<file path="config.mk">
export PLATFORM = sky130hd
export DESIGN_NAME = display_scan_controller
export DESIGN_NICKNAME = d
export VERILOG_FILES = /design/src/rtl/display_pkg.sv /design/src/rtl/scan_tick_divider.sv /design/src/rtl/display_scan_controller.sv
export SDC_FILE = /design/constraint.sdc
export NUM_CORES = 1
export LEC_CHECK = 0
export ABC_AREA = 0
export CAP_MARGIN = 20
export CORE_MARGIN = 5
export CORE_UTILIZATION = 54
export DETAILED_ROUTE_END_ITERATION = 10
export PLACE_DENSITY = 0.8
export SETUP_SLACK_MARGIN = 0.5
export SLEW_MARGIN = 20
export SYNTH_ARGS = -nofsm -noshare
export SYNTH_HDL_FRONTEND = slang
export SYNTH_SLANG_ARGS = --single-unit
export TNS_END_PERCENT = 100
</file>
<file path="constraint.sdc">
create_clock -name clk -period 3.8 [get_ports clk]
set_clock_uncertainty 0.1 [all_clocks]
set_input_delay 0.76 -clock clk [delete_from_list [all_inputs] [get_ports clk]]
set_output_delay 0.76 -clock clk [all_outputs]
set_load 0.1 [all_outputs]
</file>
<file path="src/rtl/display_pkg.sv">
// Shared types and constants for the multiplexed 7-segment scan controller.
// Latency: n/a (types, constants and pure functions only).
// Backpressure: n/a.
//
// Contents: slot FSM state enum, slot length, segment-off pattern,
// BCD-to-segment decode and brightness clamp helpers.
package display_pkg;

    // Phase of the current digit slot.
    typedef enum logic [1:0] {
        ST_BLANK = 2'd0,
        ST_ON    = 2'd1,
        ST_DARK  = 2'd2
    } scan_state_e;

    // Sub-ticks per digit slot.
    localparam int unsigned SLOT_TICKS = 16;

    // All segments off (active-low).
    localparam logic [6:0] SEG_OFF = 7'h7F;

    // BCD to active-low segments {g,f,e,d,c,b,a}; non-decimal codes blank the digit.
    function automatic logic [6:0] seg_decode(input logic [3:0] bcd);
        logic [6:0] segs;
        case (bcd)
            4'd0:    segs = 7'b1000000;
            4'd1:    segs = 7'b1111001;
            4'd2:    segs = 7'b0100100;
            4'd3:    segs = 7'b0110000;
            4'd4:    segs = 7'b0011001;
            4'd5:    segs = 7'b0010010;
            4'd6:    segs = 7'b0000010;
            4'd7:    segs = 7'b1111000;
            4'd8:    segs = 7'b0000000;
            4'd9:    segs = 7'b0010000;
            default: segs = SEG_OFF;
        endcase
        return segs;
    endfunction

    // Limit requested on-time to what is left of the slot after blanking.
    function automatic logic [4:0] clamp_brightness(input logic [3:0] req,
                                                    input logic [4:0] limit);
        logic [4:0] req_w;
        req_w = {1'b0, req};
        return (req_w > limit) ? limit : req_w;
    endfunction

endpackage

</file>
<file path="src/rtl/scan_tick_divider.sv">
// Sub-tick prescaler: counts 0..PRESCALER and flags the terminal count.
// Latency: tick is combinational from the registered count (same clk).
// Backpressure: ena=0 freezes the count; tick is held low while frozen.
//
// Ports:
//   clk  - system clock
//   rst  - asynchronous active-low reset
//   ena  - run enable
//   tick - high for one enabled clk at the end of every sub-tick
module scan_tick_divider #(
    parameter int unsigned PRESCALER = 99
) (
    input  logic clk,
    input  logic rst,
    input  logic ena,
    output logic tick
);

    // PRESCALER=0 would give a zero-width counter; keep one bit that stays 0.
    localparam int unsigned  CW   = (PRESCALER > 0) ? $clog2(PRESCALER + 1) : 1;
    localparam logic [CW-1:0] TERM = CW'(PRESCALER);

    logic [CW-1:0] cnt_q;
    logic [CW-1:0] cnt_d;

    assign tick = ena && (cnt_q == TERM);

    always_comb begin
        cnt_d = cnt_q;
        if (ena) begin
            cnt_d = tick ? '0 : cnt_q + 1'b1;
        end
    end

    always_ff @(posedge clk or negedge rst) begin
        if (!rst) begin
            cnt_q <= '0;
        end else begin
            cnt_q <= cnt_d;
        end
    end

endmodule

</file>
<file path="src/rtl/display_scan_controller.sv">
// Multiplexed 7-segment scan scheduler with per-slot blanking and PWM on-time.
// Latency: pins are registered; each sub-tick appears on the pins 1 clk after
//          the clk edge that presents it.
// Backpressure: ena=0 freezes all counters/FSM and blanks the pins.
//
// Ports:
//   clk, rst        - system clock, asynchronous active-low reset
//   ena             - run enable
//   digit_data      - 4-bit BCD per digit, digit i at [4i+3:4i], digit 0 rightmost
//   dp_mask         - decimal point request per digit
//   brightness      - on-time in sub-ticks per slot (0 = dark)
//   an              - active-low anode enables
//   seg             - active-low segments {g,f,e,d,c,b,a}
//   dp              - active-low decimal point
//   frame_start     - one-clk pulse when the digit-0 slot is first presented
module display_scan_controller #(
    parameter int unsigned NUM_DIGITS  = 6,
    parameter int unsigned PRESCALER   = 99,
    parameter int unsigned BLANK_TICKS = 2
) (
    input  logic                    clk,
    input  logic                    rst,
    input  logic                    ena,
    input  logic [4*NUM_DIGITS-1:0] digit_data,
    input  logic [NUM_DIGITS-1:0]   dp_mask,
    input  logic [3:0]              brightness,
    output logic [NUM_DIGITS-1:0]   an,
    output logic [6:0]              seg,
    output logic                    dp,
    output logic                    frame_start
);

    import display_pkg::*;

    localparam int unsigned   DW         = (NUM_DIGITS > 1) ? $clog2(NUM_DIGITS) : 1;
    localparam logic [DW-1:0] LAST_DIGIT = DW'(NUM_DIGITS - 1);
    localparam logic [3:0]    LAST_SUB   = 4'(SLOT_TICKS - 1);
    localparam logic [4:0]    BLANK_END  = 5'(BLANK_TICKS);
    localparam logic [4:0]    ON_LIMIT   = 5'(SLOT_TICKS - BLANK_TICKS);

    // ------------------------------------------------------------------
    // Position: prescaler (sub-module), sub-tick-in-slot s, digit index d
    // ------------------------------------------------------------------
    logic            tick;
    logic            sub_start_q;   // next enabled edge presents a fresh sub-tick
    logic [3:0]      s_q;
    logic [DW-1:0]   d_q;

    scan_tick_divider #(
        .PRESCALER (PRESCALER)
    ) u_div (
        .clk  (clk),
        .rst  (rst),
        .ena  (ena),
        .tick (tick)
    );

    // The position registers always point at the sub-tick that the next
    // enabled edge will present, so the reset position (d=0, s=0) is the
    // first thing shown once scanning starts.
    always_ff @(posedge clk or negedge rst) begin
        if (!rst) begin
            sub_start_q <= 1'b1;
            s_q         <= '0;
            d_q         <= '0;
        end else begin
            if (ena) begin
                sub_start_q <= tick;
            end
            if (tick) begin
                s_q <= s_q + 4'd1;
                if (s_q == LAST_SUB) begin
                    d_q <= (d_q == LAST_DIGIT) ? '0 : d_q + 1'b1;
                end
            end
        end
    end

    // Edge that presents the first clk of a slot / of a frame.
    logic slot_first;
    logic frame_first;

    assign slot_first  = ena && sub_start_q && (s_q == 4'd0);
    assign frame_first = slot_first && (d_q == '0);

    // ------------------------------------------------------------------
    // Per-slot brightness and per-frame data snapshot
    // ------------------------------------------------------------------
    logic [4:0]              b_eff_q;
    logic [4:0]              b_slot;
    logic [4*NUM_DIGITS-1:0] snap_dat_q;
    logic [NUM_DIGITS-1:0]   snap_dp_q;
    logic [4*NUM_DIGITS-1:0] data_src;
    logic [NUM_DIGITS-1:0]   dp_src;

    // At the slot's first edge the live input is used directly, so a slot
    // with no blanking phase can light on its very first sub-tick.
    assign b_slot   = slot_first  ? clamp_brightness(brightness, ON_LIMIT) : b_eff_q;
    assign data_src = frame_first ? digit_data : snap_dat_q;
    assign dp_src   = frame_first ? dp_mask    : snap_dp_q;

    always_ff @(posedge clk or negedge rst) begin
        if (!rst) begin
            b_eff_q    <= '0;
            snap_dat_q <= '0;
            snap_dp_q  <= '0;
        end else begin
            if (slot_first) begin
                b_eff_q <= b_slot;
            end
            if (frame_first) begin
                snap_dat_q <= digit_data;
                snap_dp_q  <= dp_mask;
            end
        end
    end

    // ------------------------------------------------------------------
    // Slot FSM: evaluated once per sub-tick, on its first enabled edge
    // ------------------------------------------------------------------
    scan_state_e state_q;
    scan_state_e state_d;

    always_comb begin
        state_d = state_q;
        if (ena && sub_start_q) begin
            if (s_q == 4'd0) begin
                // Every slot re-enters here regardless of where the last one ended.
                if (BLANK_TICKS > 0) begin
                    state_d = ST_BLANK;
                end else begin
                    state_d = (b_slot != 5'd0) ? ST_ON : ST_DARK;
                end
            end else begin
                case (state_q)
                    ST_BLANK: begin
                        if ({1'b0, s_q} == BLANK_END) begin
                            state_d = (b_slot != 5'd0) ? ST_ON : ST_DARK;
                        end
                    end
                    ST_ON: begin
                        // Full-brightness slots never hit this; the wrap ends them.
                        if ({1'b0, s_q} == (BLANK_END + b_slot)) begin
                            state_d = ST_DARK;
                        end
                    end
                    default: state_d = state_q;
                endcase
            end
        end
    end

    always_ff @(posedge clk or negedge rst) begin
        if (!rst) begin
            state_q <= ST_BLANK;
        end else begin
            state_q <= state_d;
        end
    end

    // ------------------------------------------------------------------
    // Registered pins
    // ------------------------------------------------------------------
    logic [NUM_DIGITS-1:0] an_q, an_d;
    logic [6:0]            seg_q, seg_d;
    logic                  dp_q, dp_d;
    logic                  fs_q, fs_d;
    logic [3:0]            cur_digit;
    logic                  lit;

    assign cur_digit = data_src[{d_q, 2'b00} +: 4];
    assign lit       = ena && (state_d == ST_ON);

    always_comb begin
        an_d  = '1;
        seg_d = SEG_OFF;
        dp_d  = 1'b1;
        fs_d  = frame_first;
        if (lit) begin
            an_d[d_q] = 1'b0;
            seg_d     = seg_decode(cur_digit);
            dp_d      = ~dp_src[d_q];
        end
    end

    always_ff @(posedge clk or negedge rst) begin
        if (!rst) begin
            an_q  <= '1;
            seg_q <= SEG_OFF;
            dp_q  <= 1'b1;
            fs_q  <= 1'b0;
        end else begin
            an_q  <= an_d;
            seg_q <= seg_d;
            dp_q  <= dp_d;
            fs_q  <= fs_d;
        end
    end

    assign an          = an_q;
    assign seg         = seg_q;
    assign dp          = dp_q;
    assign frame_start = fs_q;

endmodule
</file>
==> results by group, run 1 <==
Die
  • Die Span Y: 89.1 um
  • Initial Util: 56.4%
  • Std-Cell Rows: 28
  • Die width: 89.1 um
  • Core area: 0.00599 mm^2
  • Die area: 0.00794 mm^2
  • I/O Pins: 52

Yosys
  • Avg Inst Size Synth: 11.4 um^2
  • Sequential area share after synthesis: 50.1%
  • Synthesized net count: 344
  • Synth Flop Type: dfrtp_1
  • Number of flops mapped to enable cells by yosys: 0
  • Synthesized instance count: 297
  • Netlist cell types: 56
  • Mapped Area: 0.00338 mm^2
  • Synthesized flop and latch total: 67
  • Ys Warns: 0
  • Async S/R FF share, synth: 100%

Timing
  • Fin. Hold Viols: 0
  • Final Critical Period: 3.12 ns
  • Max Slew Vio Count: 0
  • Achievable Freq: 321 MHz
  • Worst slew pin tran: 0.980 ns
  • RSZ-0062 raised after global routing: no
  • Period utilization: 82.1%
  • Setup TNS: 0 ns
  • Max_slew headroom: 34.4%
  • Finish-stage setup viols: 0
  • Final Hold Slack: 0.237 ns

Critical path
  • CP arrival: 3.30 ns
  • CP Capture Type: register
  • Worst Setup Path Type: primary input to register
  • CP startpoint kind: primary input
  • CP Max Fanout: 10
  • CP required: 3.98 ns

Place
  • Placed Area: 0.00395 mm^2
  • RePlAce Congestion: 0.900
  • Port bufs: 51
  • Final HPWL DP: 5110 um

Global routing
  • First-pass GRT wire length: 11600 um
  • Initial antenna violation count: 0
  • GRT Overall Usage: 19.5%
  • Vias in the first global route: 2370
  • Maximum number of pins on one net before global-route repair: 50
  • Total grt overflow: 0

Detailed routing
  • Detailed-route DRC error count: 0
  • Avg WL per Cell: 16.1 um
  • Pre-antenna DRT Iters: 4
  • Initial DRC count: 178
  • Final ANT Viol Nets: 0
  • Via-to-Cell Ratio: 5.58
  • Via count: 2417
  • Drt total wl: 6980 um

Finish
  • Nets: 400
  • Diode count: 0
  • Multi-input logic area: 0.00159 mm^2
  • Reg area: 0.00170 mm^2
  • Finished Cell Area: 0.00415 mm^2
  • Fillers: 427
  • Synth-to-layout area growth: 22.8%
  • Share of cells above drive strength 1: 25.7%

Flow run
  • Max-cap violations: 0

Clocking
  • Post-CTS setup repair buffer count: 0
  • CTS H-Tree Depth: 3
  • Clock buffer depth: 2
  • TritonCTS clock tree: done
  • Latest clock arrival within the worst-skew pair: 0.35 ns
  • Clock root buffer: clkbuf_8
  • Clock sink count: 67
  • Clock transition at the registers of the reported paths: 0.08 ns
  • Total CTS buffers: 9

Power
  • Largest vdd supply drop: 258 uV
  • Leak: 1.90 nW
  • Pwr/cell area: 360 mW/mm^2

Outcome
  • Outcome: finished, final reports clean

Min path
  • Class of the worst hold path: primary input to async pin
==> layout make-up <==
cell class | instances | share of cell area (%)
clock inverters | 7 | 1.63
well taps | 75 | 2.26
multi-input cells | 210 | 38.2
inverters | 7 | 0.633
repair buffers | 58 | 13.4
flip-flops and latches | 67 | 40.8
clock buffers | 9 | 2.98
==> per-layer routing <==
metal | share of wire (%) | vias up | global-route usage, %
li1 | - | 1167 | -
met1 | 45 | 1165 | 26.3
met2 | 48 | 77 | 30.6
met3 | 5.3 | 8 | 4.70
met4 | 1.1 | 0 | 7.31
met5 | 0 | - | 0
==> critical path, stage by stage <==
cell and delay [ns]:
clkdlybuf4s50_1 0.52, and2_4 0.23, nand2_1 0.15, nand2_1 0.12
nand2_1 0.06, ha_1 0.19, xor2_1 0.17, or3_1 0.33
a222oi_1 0.32, a21oi_2 0.18, buf_4 0.18, nand3_1 0.08
==> kinds of logic after synthesis <==
logic type,share of synthesized area (%)
AOI/OAI and AO/OA,9.33
xor gates and xnor gates,2.59
buffers and inverters,3.22
and+or+nand+nor,15.7
DFF,50.1
muxes,15.4
adders and majority gates,3.70
==> sequential cells by signal, indices dropped and copies added, names as in the netlist <==
signal and count:
snap_dat_q 24, seg 7, u_div.cnt_q 7, an 6, snap_dp_q 6, b_eff_q 5, s_q 4, d_q 3
state_q 2, dp 1, frame_start 1, sub_start_q 1
==> layout by cell type (no fill, tap or decap), drive strengths merged, types with 2 or more instances in the layout <==
cell | netlist | final
dfrtp | 52 | 52
clkdlybuf4s50 | 0 | 50
mux2 | 39 | 39
nand2 | 24 | 24
nor2 | 23 | 23
dfstp | 15 | 15
ha | 10 | 10
nand3 | 10 | 10
o21ai | 10 | 10
clkbuf | 2 | 9
mux2i | 8 | 8
inv | 7 | 8
buf | 11 | 8
nand4 | 6 | 6
a21oi | 6 | 6
or3 | 5 | 5
xor2 | 5 | 5
xnor2 | 5 | 5
clkinv | 0 | 5
a22oi | 4 | 4
o211ai | 4 | 4
and3 | 4 | 4
a31oi | 4 | 4
nor2b | 4 | 4
nor3 | 4 | 4
a21boi | 4 | 4
nand2b | 3 | 3
nand3b | 3 | 3
a211oi | 3 | 3
or4 | 2 | 2
a211o | 2 | 2
or2 | 2 | 2
and2 | 2 | 2
==> synthesized netlist by cell type, drive strengths merged (2+ instances only) <==
cell type | n | area [um^2]
a22oi | 4 | 30.0
and3 | 4 | 25.0
nor3 | 4 | 31.3
dfrtp | 52 | 1300
xor2 | 5 | 43.8
nor2b | 4 | 32.5
mux2i | 8 | 80.1
o21ai | 10 | 53.8
xnor2 | 5 | 43.8
o211ai | 4 | 30.0
a211o | 2 | 17.5
ha | 10 | 125
nand3b | 3 | 22.5
and2 | 2 | 15.0
a21boi | 4 | 30.0
nand2b | 3 | 18.8
nand4 | 6 | 37.5
nand2 | 24 | 90.1
buf | 11 | 75.1
or2 | 2 | 12.5
nor2 | 23 | 93.8
or4 | 2 | 15.0
dfstp | 15 | 394
a21oi | 6 | 30.0
a31oi | 4 | 25.0
or3 | 5 | 31.3
nand3 | 10 | 55.1
inv | 7 | 26.3
a211oi | 3 | 22.5
clkbuf | 2 | 7.51
mux2 | 39 | 439
==> through the flow <==
step,total power (W),setup slack (ns),cells,util [%]
2_1_floorplan,0.000847,0.987,297,-
3_3_place_gp,0.000912,0.413,417,66.0
3_5_place_dp,0.000917,0.318,417,66.0
4_1_cts,0.00151,0.672,433,69.2
5_1_grt,0.00156,0.514,433,69.3
6_report,0.00149,0.681,433,69.3
==> report_power, final <==
group	internal [W]	switching [W]	leakage, nW
Clock	0.000302	0.000290	0.103
Sequential	0.000746	0.0000346	0.862
Combinational	0.0000724	0.0000506	0.933
==> worst paths after layout <==
kind | startpoint | endpoint | slack (ns) | cells after the start
hold reg to reg | snap_dat_q[12]$_DFF_PN0_ | snap_dat_q[12]$_DFF_PN0_ | 0.41 | 1
min in group clk | snap_dat_q[12]$_DFF_PN0_ | snap_dat_q[12]$_DFF_PN0_ | 0.41 | 1
setup / recovery | ena | an[4]$_DFF_PN1_ | 0.68 | 12
setup reg to reg | sub_start_q$_DFFE_PN1P_ | an[4]$_DFF_PN1_ | 0.79 | 10
hold / removal | rst | s_q[0]$_DFFE_PN0P_ | 0.24 | 1
max in group asynchronous | rst | snap_dat_q[22]$_DFF_PN0_ | 2.41 | 2
==> timing repair <==
action | CTS | global route
hold buffers | 0 | 0
gates resized for setup | 0 | 3
endpoints found under the setup margin | 0 | 9
Power figures use the tool's default switching activity.
==> run 2, diff against run 1 <==
Clock period 3.8 ns to 3.2 ns, I/O delays scaled along.
==> results by group, run 2 (same netlist as run 1, synthesis figures left out) <==
Outcome
  • Outcome: finished, final reports clean (unchanged)

Min path
  • Class of the worst hold path: primary input to async pin (unchanged)

Timing
  • Final Hold Slack: 0.206 ns (was 0.237 ns)
  • Worst slew pin tran: 0.585 ns (was 0.980 ns)
  • Fin. Hold Viols: 0 (unchanged)
  • Achievable Freq: 365 MHz
  • Finish-stage setup viols: 0 (unchanged)
  • RSZ-0062 raised after global routing: yes (was no)
  • Period utilization: 85.6%
  • Max Slew Vio Count: 0 (unchanged)
  • Max_slew headroom: 61.0% (was 34.4%)
  • Setup TNS: 0 ns (unchanged)
  • Final WS setup: 0.461 ns (was 0.681 ns)
  • Final Critical Period: 2.74 ns

Finish
  • Most flop-heavy register: snap_dat_q (unchanged)
  • Share of cells above drive strength 1: 37.6% (was 25.7%)
  • Commonest non-fill, non-tap cell in the layout: dfrtp_1 (unchanged)
  • Reg area: 0.00170 mm^2 (about the same)
  • Synth-to-layout area growth: 30.8% (was 22.8%)
  • Post-route insts no fill: 455 (was 433)
  • Multi-input logic area: 0.00163 mm^2 (was 0.00159 mm^2)
  • Fillers: 407 (was 427)
  • Nets: 422 (was 400)
  • Most frequent cells in the layout: dfrtp_1, buf_4, mux2_2, clkdlybuf4s50_1, nand2_1 (was dfrtp_1, clkdlybuf4s50_1, mux2_2, nand2_1, nor2_1)
  • Diode count: 0 (unchanged)
  • Largest register FFs: 24 (unchanged)

Detailed routing
  • Final ANT Viol Nets: 0 (unchanged)
  • Detailed-route DRC error count: 0 (unchanged)
  • Via-to-Cell Ratio: 5.68 (was 5.58)
  • Pre-antenna DRT Iters: 4 (unchanged)
  • Drt total wl: 7540 um (was 6980 um)
  • Initial DRC count: 128 (was 178)
  • Via count: 2584 (was 2417)
  • Avg WL per Cell: 16.6 um (was 16.1 um)

Clocking
  • Clock buffer depth: 2 (unchanged)
  • TritonCTS clock tree: done (unchanged)
  • # hold bufs at CTS: 0 (unchanged)
  • Clock sink count: 67 (unchanged)
  • Clock root buffer: clkbuf_8 (unchanged)
  • Clock transition at the registers of the reported paths: 0.07 ns (was 0.08 ns)
  • Latest clock arrival within the worst-skew pair: 0.34 ns (was 0.35 ns)
  • Total CTS buffers: 9 (unchanged)
  • CTS H-Tree Depth: 3 (unchanged)

Power
  • Sequential Power Share: 48.2% (was 52.2%)
  • Sw Share: 21.8% (was 25.1%)
  • Sw power: 0.000420 W (was 0.000375 W)
  • Comb pwr share: 7.9% (was 8.2%)
  • Internal power: 0.00151 W (was 0.00112 W)
  • Pwr/cell area: 437 mW/mm^2 (was 360 mW/mm^2)
  • Clock share of power: 44.0% (was 39.6%)
  • Largest vdd supply drop: 413 uV (was 258 uV)
  • Leak: 2.03 nW (was 1.90 nW)

Critical path
  • Critical Path Stages: 10 (was 12)
  • CP Max Fanout: 5 (was 10)
  • R2R setup slack: 0.46 ns (was 0.79 ns)
  • CP required: 3.36 ns (was 3.98 ns)
  • CP Buf/Inv Count: 1 (was 2)
  • CP arrival: 2.90 ns (was 3.30 ns)
  • Top delay family on crit path: simple AND/OR/NAND/NOR gates (unchanged)
  • CP Capture Type: register (unchanged)
  • Slowest cell on crit path: dfstp_2 (was clkdlybuf4s50_1)
  • CP startpoint kind: register (was primary input)
  • Slowest Stage Delay on Critical Path: 0.52 ns (about the same)
  • Crit Reg-Reg Startpoint: sub_start_q$_DFFE_PN1P_ (unchanged)
  • CP Cell Sequence: or3b_4 -> o21ai_4 -> nand2_2 -> ha_2 -> xor2_1 -> or3_1 -> a222oi_1 -> a21oi_2 -> buf_6 -> o21ai_1 (was clkdlybuf4s50_1 -> and2_4 -> nand2_1 -> nand2_1 -> nand2_1 -> ha_1 -> xor2_1 -> or3_1 -> a222oi_1 -> a21oi_2 -> buf_4 -> nand3_1)
  • R2R cell count: 10 (unchanged)
  • Worst setup startpoint: sub_start_q$_DFFE_PN1P_ (was ena)
  • Worst Setup Path Type: register to register (was primary input to register)

Die
  • I/O Pins: 52 (unchanged)
  • Std-Cell Rows: 28 (unchanged)
  • Initial Util: 56.4% (unchanged)
  • Die width: 89.1 um (unchanged)
  • Die area: 0.00794 mm^2 (unchanged)
  • Core area: 0.00599 mm^2 (unchanged)
  • Die Span Y: 89.1 um (unchanged)

Global routing
  • Vias in the first global route: 2632 (was 2370)
  • GRT Overall Usage: 20.4% (was 19.5%)
  • Initial antenna violation count: 0 (unchanged)
  • Total grt overflow: 0 (unchanged)
  • GR peak layer: met2 (unchanged)
  • M1 GR Usage: 26.3% (about the same)
  • M2 GR Usage: 33.1% (was 30.6%)
  • Maximum number of pins on one net before global-route repair: 43 (was 50)
  • First-pass GRT wire length: 12300 um (was 11600 um)
  • M3 GR Usage: 3.87% (was 4.70%)

Place
  • Dpl cells: 427 (was 417)
  • Dpl ws: -0.0352 ns (was 0.318 ns)
  • Final HPWL DP: 5290 um (was 5110 um)
  • RePlAce Congestion: 0.864 (was 0.900)
  • Port bufs: 51 (unchanged)

Flow run
  • Max-cap violations: 0 (unchanged)
## run 2: metrics by stage
stage	total power (W)	area [um^2]	util [%]
after floorplan	0.00101	3400	-
after global placement	0.00108	4040	67.5
after detailed placement	0.00109	4040	67.5
after CTS	0.00195	4330	72.3
after global routing	0.00201	4420	73.8
final	0.00193	4420	73.8
## run 2: final timing paths
check	endpoint
worst max-delay path	dp$_DFF_PN1_
worst min-delay path	snap_dp_q[3]$_DFF_PN0_
worst max register to register	dp$_DFF_PN1_
worst min register to register	snap_dat_q[12]$_DFF_PN0_
max in group asynchronous	an[2]$_DFF_PN1_
min in group clk	snap_dat_q[12]$_DFF_PN0_
## run 2: layer usage
layer,vias up,wire (um)
li1,1219,-
met1,1262,3130
met2,83,3760
met3,20,463
met4,0,195
met5,-,0
## run 2: worst register-to-register path, cell delays in order, from the launching register on
cell,delay (ns)
dfstp_2,0.52
or3b_4,0.42
o21ai_4,0.16
nand2_2,0.07
ha_2,0.17
xor2_1,0.16
or3_1,0.32
a222oi_1,0.34
a21oi_2,0.17
buf_6,0.16
o21ai_1,0.08
## run 2: layout make-up
class / count / area share, %
Sequential cell: 67 / 38.5
Multi-Input combinational cell: 210 / 37.0
Timing Repair Buffer: 80 / 16.4
Clock inverter: 5 / 2.26
Inverter: 7 / 0.594
Tap cell: 75 / 2.12
Clock buffer: 11 / 3.20
## run 2: power by group through the flow
stage	Clock [W]	Sequential [W]	Combinational (W)
finish	0.000849	0.000929	0.000152
floorplan	0	0.000933	0.0000729
global route	0.000907	0.000936	0.000172
detailed placement	0	0.000942	0.000152
CTS	0.000865	0.000928	0.000154
global placement	0	0.000939	0.000145
## run 2: what timing repair did
item                       4_1_cts  5_1_grt
setup endpoints to repair       16       15
gates resized for setup          5       13
pin swaps                        5        5
setup buffers                    5        7
==> run 3, diff against run 2 <==
Settings changed: GPL_TIMING_DRIVEN set to 0.
==> results by group, run 3 (same netlist as run 1, synthesis figures left out) <==
Detailed routing
  • Via-to-Cell Ratio: 5.72 (was 5.68)
  • Met1 WL: 3150 um (was 3130 um)
  • Via count: 2574 (was 2584)
  • Highest routed layer: met4 (unchanged)
  • Final ANT Viol Nets: 0 (unchanged)
  • Detailed-route DRC error count: 0 (unchanged)
  • Pre-antenna DRT Iters: 4 (unchanged)
  • Avg WL per Cell: 16.8 um (was 16.6 um)
  • Met3 WL: 427 um (was 463 um)
  • Initial DRC count: 146 (was 128)
  • Met2 routed WL: 3830 um (was 3760 um)
  • Drt total wl: 7570 um (was 7540 um)

Finish
  • Most frequent cells in the layout: dfrtp_1, mux2_2, clkdlybuf4s50_1, nor2_1, nand2_1 (was dfrtp_1, buf_4, mux2_2, clkdlybuf4s50_1, nand2_1)
  • Nets: 417 (was 422)
  • Synth-to-layout area growth: 27.3% (was 30.8%)
  • Commonest non-fill, non-tap cell in the layout: dfrtp_1 (unchanged)
  • Finished Cell Area: 0.00430 mm^2 (was 0.00442 mm^2)
  • Largest register FFs: 24 (unchanged)
  • Most flop-heavy register: snap_dat_q (unchanged)
  • Fillers: 419 (was 407)
  • Share of cells above drive strength 1: 30.1% (was 37.6%)
  • Diode count: 0 (unchanged)

Clocking
  • # hold bufs at CTS: 0 (unchanged)
  • Latest clock arrival within the worst-skew pair: 0.34 ns (about the same)
  • Total CTS buffers: 9 (unchanged)
  • Clock sink count: 67 (unchanged)
  • Clock root buffer: clkbuf_8 (unchanged)
  • TritonCTS clock tree: done (unchanged)
  • CTS H-Tree Depth: 3 (unchanged)
  • Clock transition at the registers of the reported paths: 0.07 ns (about the same)
  • Clock buffer depth: 2 (unchanged)

Die
  • Die area: 0.00794 mm^2 (unchanged)
  • Die Span Y: 89.1 um (unchanged)
  • Initial Util: 56.4% (unchanged)
  • Std-Cell Rows: 28 (unchanged)
  • I/O Pins: 52 (unchanged)
  • Die width: 89.1 um (unchanged)
  • Core area: 0.00599 mm^2 (unchanged)

Flow run
  • Max-cap violations: 0 (unchanged)

Outcome
  • Outcome: finished, final reports clean (unchanged)

Place
  • Final HPWL DP: 5370 um (was 5290 um)
  • Placed Area: 0.00402 mm^2 (was 0.00404 mm^2)
  • RePlAce Congestion: 0.846 (was 0.864)
  • Port bufs: 50 (was 51)

Global routing
  • Total grt overflow: 0 (unchanged)
  • First-pass GRT wire length: 12500 um (was 12300 um)
  • Initial antenna violation count: 0 (unchanged)
  • Vias in the first global route: 2548 (was 2632)
  • GRT Overall Usage: 21.0% (was 20.4%)
  • Maximum number of pins on one net before global-route repair: 60 (was 43)

Timing
  • Period utilization: 87.2% (was 85.6%)
  • Max Slew Vio Count: 0 (unchanged)
  • Finish-stage setup viols: 0 (unchanged)
  • Worst slew pin tran: 0.971 ns (was 0.585 ns)
  • Achievable Freq: 359 MHz (was 365 MHz)
  • Final Critical Period: 2.79 ns (was 2.74 ns)
  • Final Hold Slack: 0.0196 ns (was 0.206 ns)
  • Max_slew headroom: 35.1% (was 61.0%)
  • RSZ-0062 raised after global routing: yes (unchanged)
  • Fin. Hold Viols: 0 (unchanged)

Critical path
  • CP startpoint kind: register (unchanged)
  • CP Capture Type: register (unchanged)
  • CP Max Fanout: 5 (unchanged)
  • CP required: 3.37 ns (was 3.36 ns)
  • R2R cell count: 11 (was 10)
  • Worst setup startpoint: sub_start_q$_DFFE_PN1P_ (unchanged)
  • Crit Reg-Reg Startpoint: sub_start_q$_DFFE_PN1P_ (unchanged)
  • Worst Setup Path Type: register to register (unchanged)
  • CP arrival: 2.95 ns (was 2.90 ns)

Power
  • Leak: 1.94 nW (was 2.03 nW)
  • Largest vdd supply drop: 330 uV (was 413 uV)
  • Power, Total: 0.00174 W (was 0.00193 W)
  • Pwr/cell area: 404 mW/mm^2 (was 437 mW/mm^2)

Min path
  • Class of the worst hold path: primary input to async pin (unchanged)
run 3: changes by cell type in the layout (fill, tap and decap cells not counted), sizes merged:
cell	change
bufinv	-3
clkbuf	+5
dlygate4sd2	+13
clkdlybuf4s50	+1
buf	-21
run 3: power breakdown:
part | internal [W] | leakage, nW | switching [W]
registers | 0.000886 | 0.862 | 0.0000421
clock network | 0.000343 | 0.0965 | 0.000309
logic | 0.0000902 | 0.980 | 0.0000657
total | 0.00132 | 1.94 | 0.000417
run 3: repair_timing:
item / in CTS / in global routing
gates resized for setup: 19 / 7
gates cloned: 1 / 0
setup buffers: 6 / 4
hold endpoints to repair: 0 / 0
setup endpoints to repair: 30 / 16
pin swaps: 6 / 2
run 3: layout make-up:
cell class / count / area (um^2) / area share (%)
clock buffer: 14 / 173 / 4.01
multi-input combinational: 210 / 1620 / 37.7
sequential: 67 / 1700 / 39.4
clock inverter: 2 / 10.0 / 0.233
timing repair buffer: 62 / 591 / 13.7
buffer: 13 / 92.6 / 2.15
inverter: 7 / 26.3 / 0.611
tap: 75 / 93.8 / 2.18
run 3: metrics by stage:
| step | cells | util, % | setup TNS (ns) | setup WS, ns |
|---|---|---|---|---|
| finish | 450 | 71.8 | 0 | 0.411 |
| global route | 450 | 71.8 | 0 | 0.198 |
| CTS | 446 | 71.0 | 0 | 0.421 |
| detailed placement | 423 | 67.1 | 0 | 0.286 |
| global placement | 422 | 66.7 | -37.46 | -0.724 |
| floorplan | 297 | - | 0 | 0.508 |
run 3: layer usage:
layer  up-vias  global-route usage, %
met5         -                      0
met4         0                   9.20
met3        16                   3.87
met2        83                   34.1
met1      1267                   27.6
li1       1208                      -
run 3: critical path: stages, from the launching register on:
cell and delay, ns:
dfstp_2 0.57, or3b_1 0.36, buf_6 0.15, o21ai_4 0.12, nand2_1 0.08, ha_2 0.17
xor2_1 0.16, or3_1 0.33, a222oi_1 0.29, a21oi_2 0.14, buf_6 0.16, nand4b_1 0.09
run 3: final timing paths:
check	slack [ns]	end
setup / recovery	0.41	an[5]$_DFF_PN1_
hold / removal	0.02	u_div.cnt_q[6]$_DFFE_PN0P_
setup reg to reg	0.41	an[5]$_DFF_PN1_
hold reg to reg	0.40	snap_dat_q[9]$_DFF_PN0_
max in group asynchronous	2.40	an[3]$_DFF_PN1_
min in group clk	0.40	snap_dat_q[9]$_DFF_PN0_
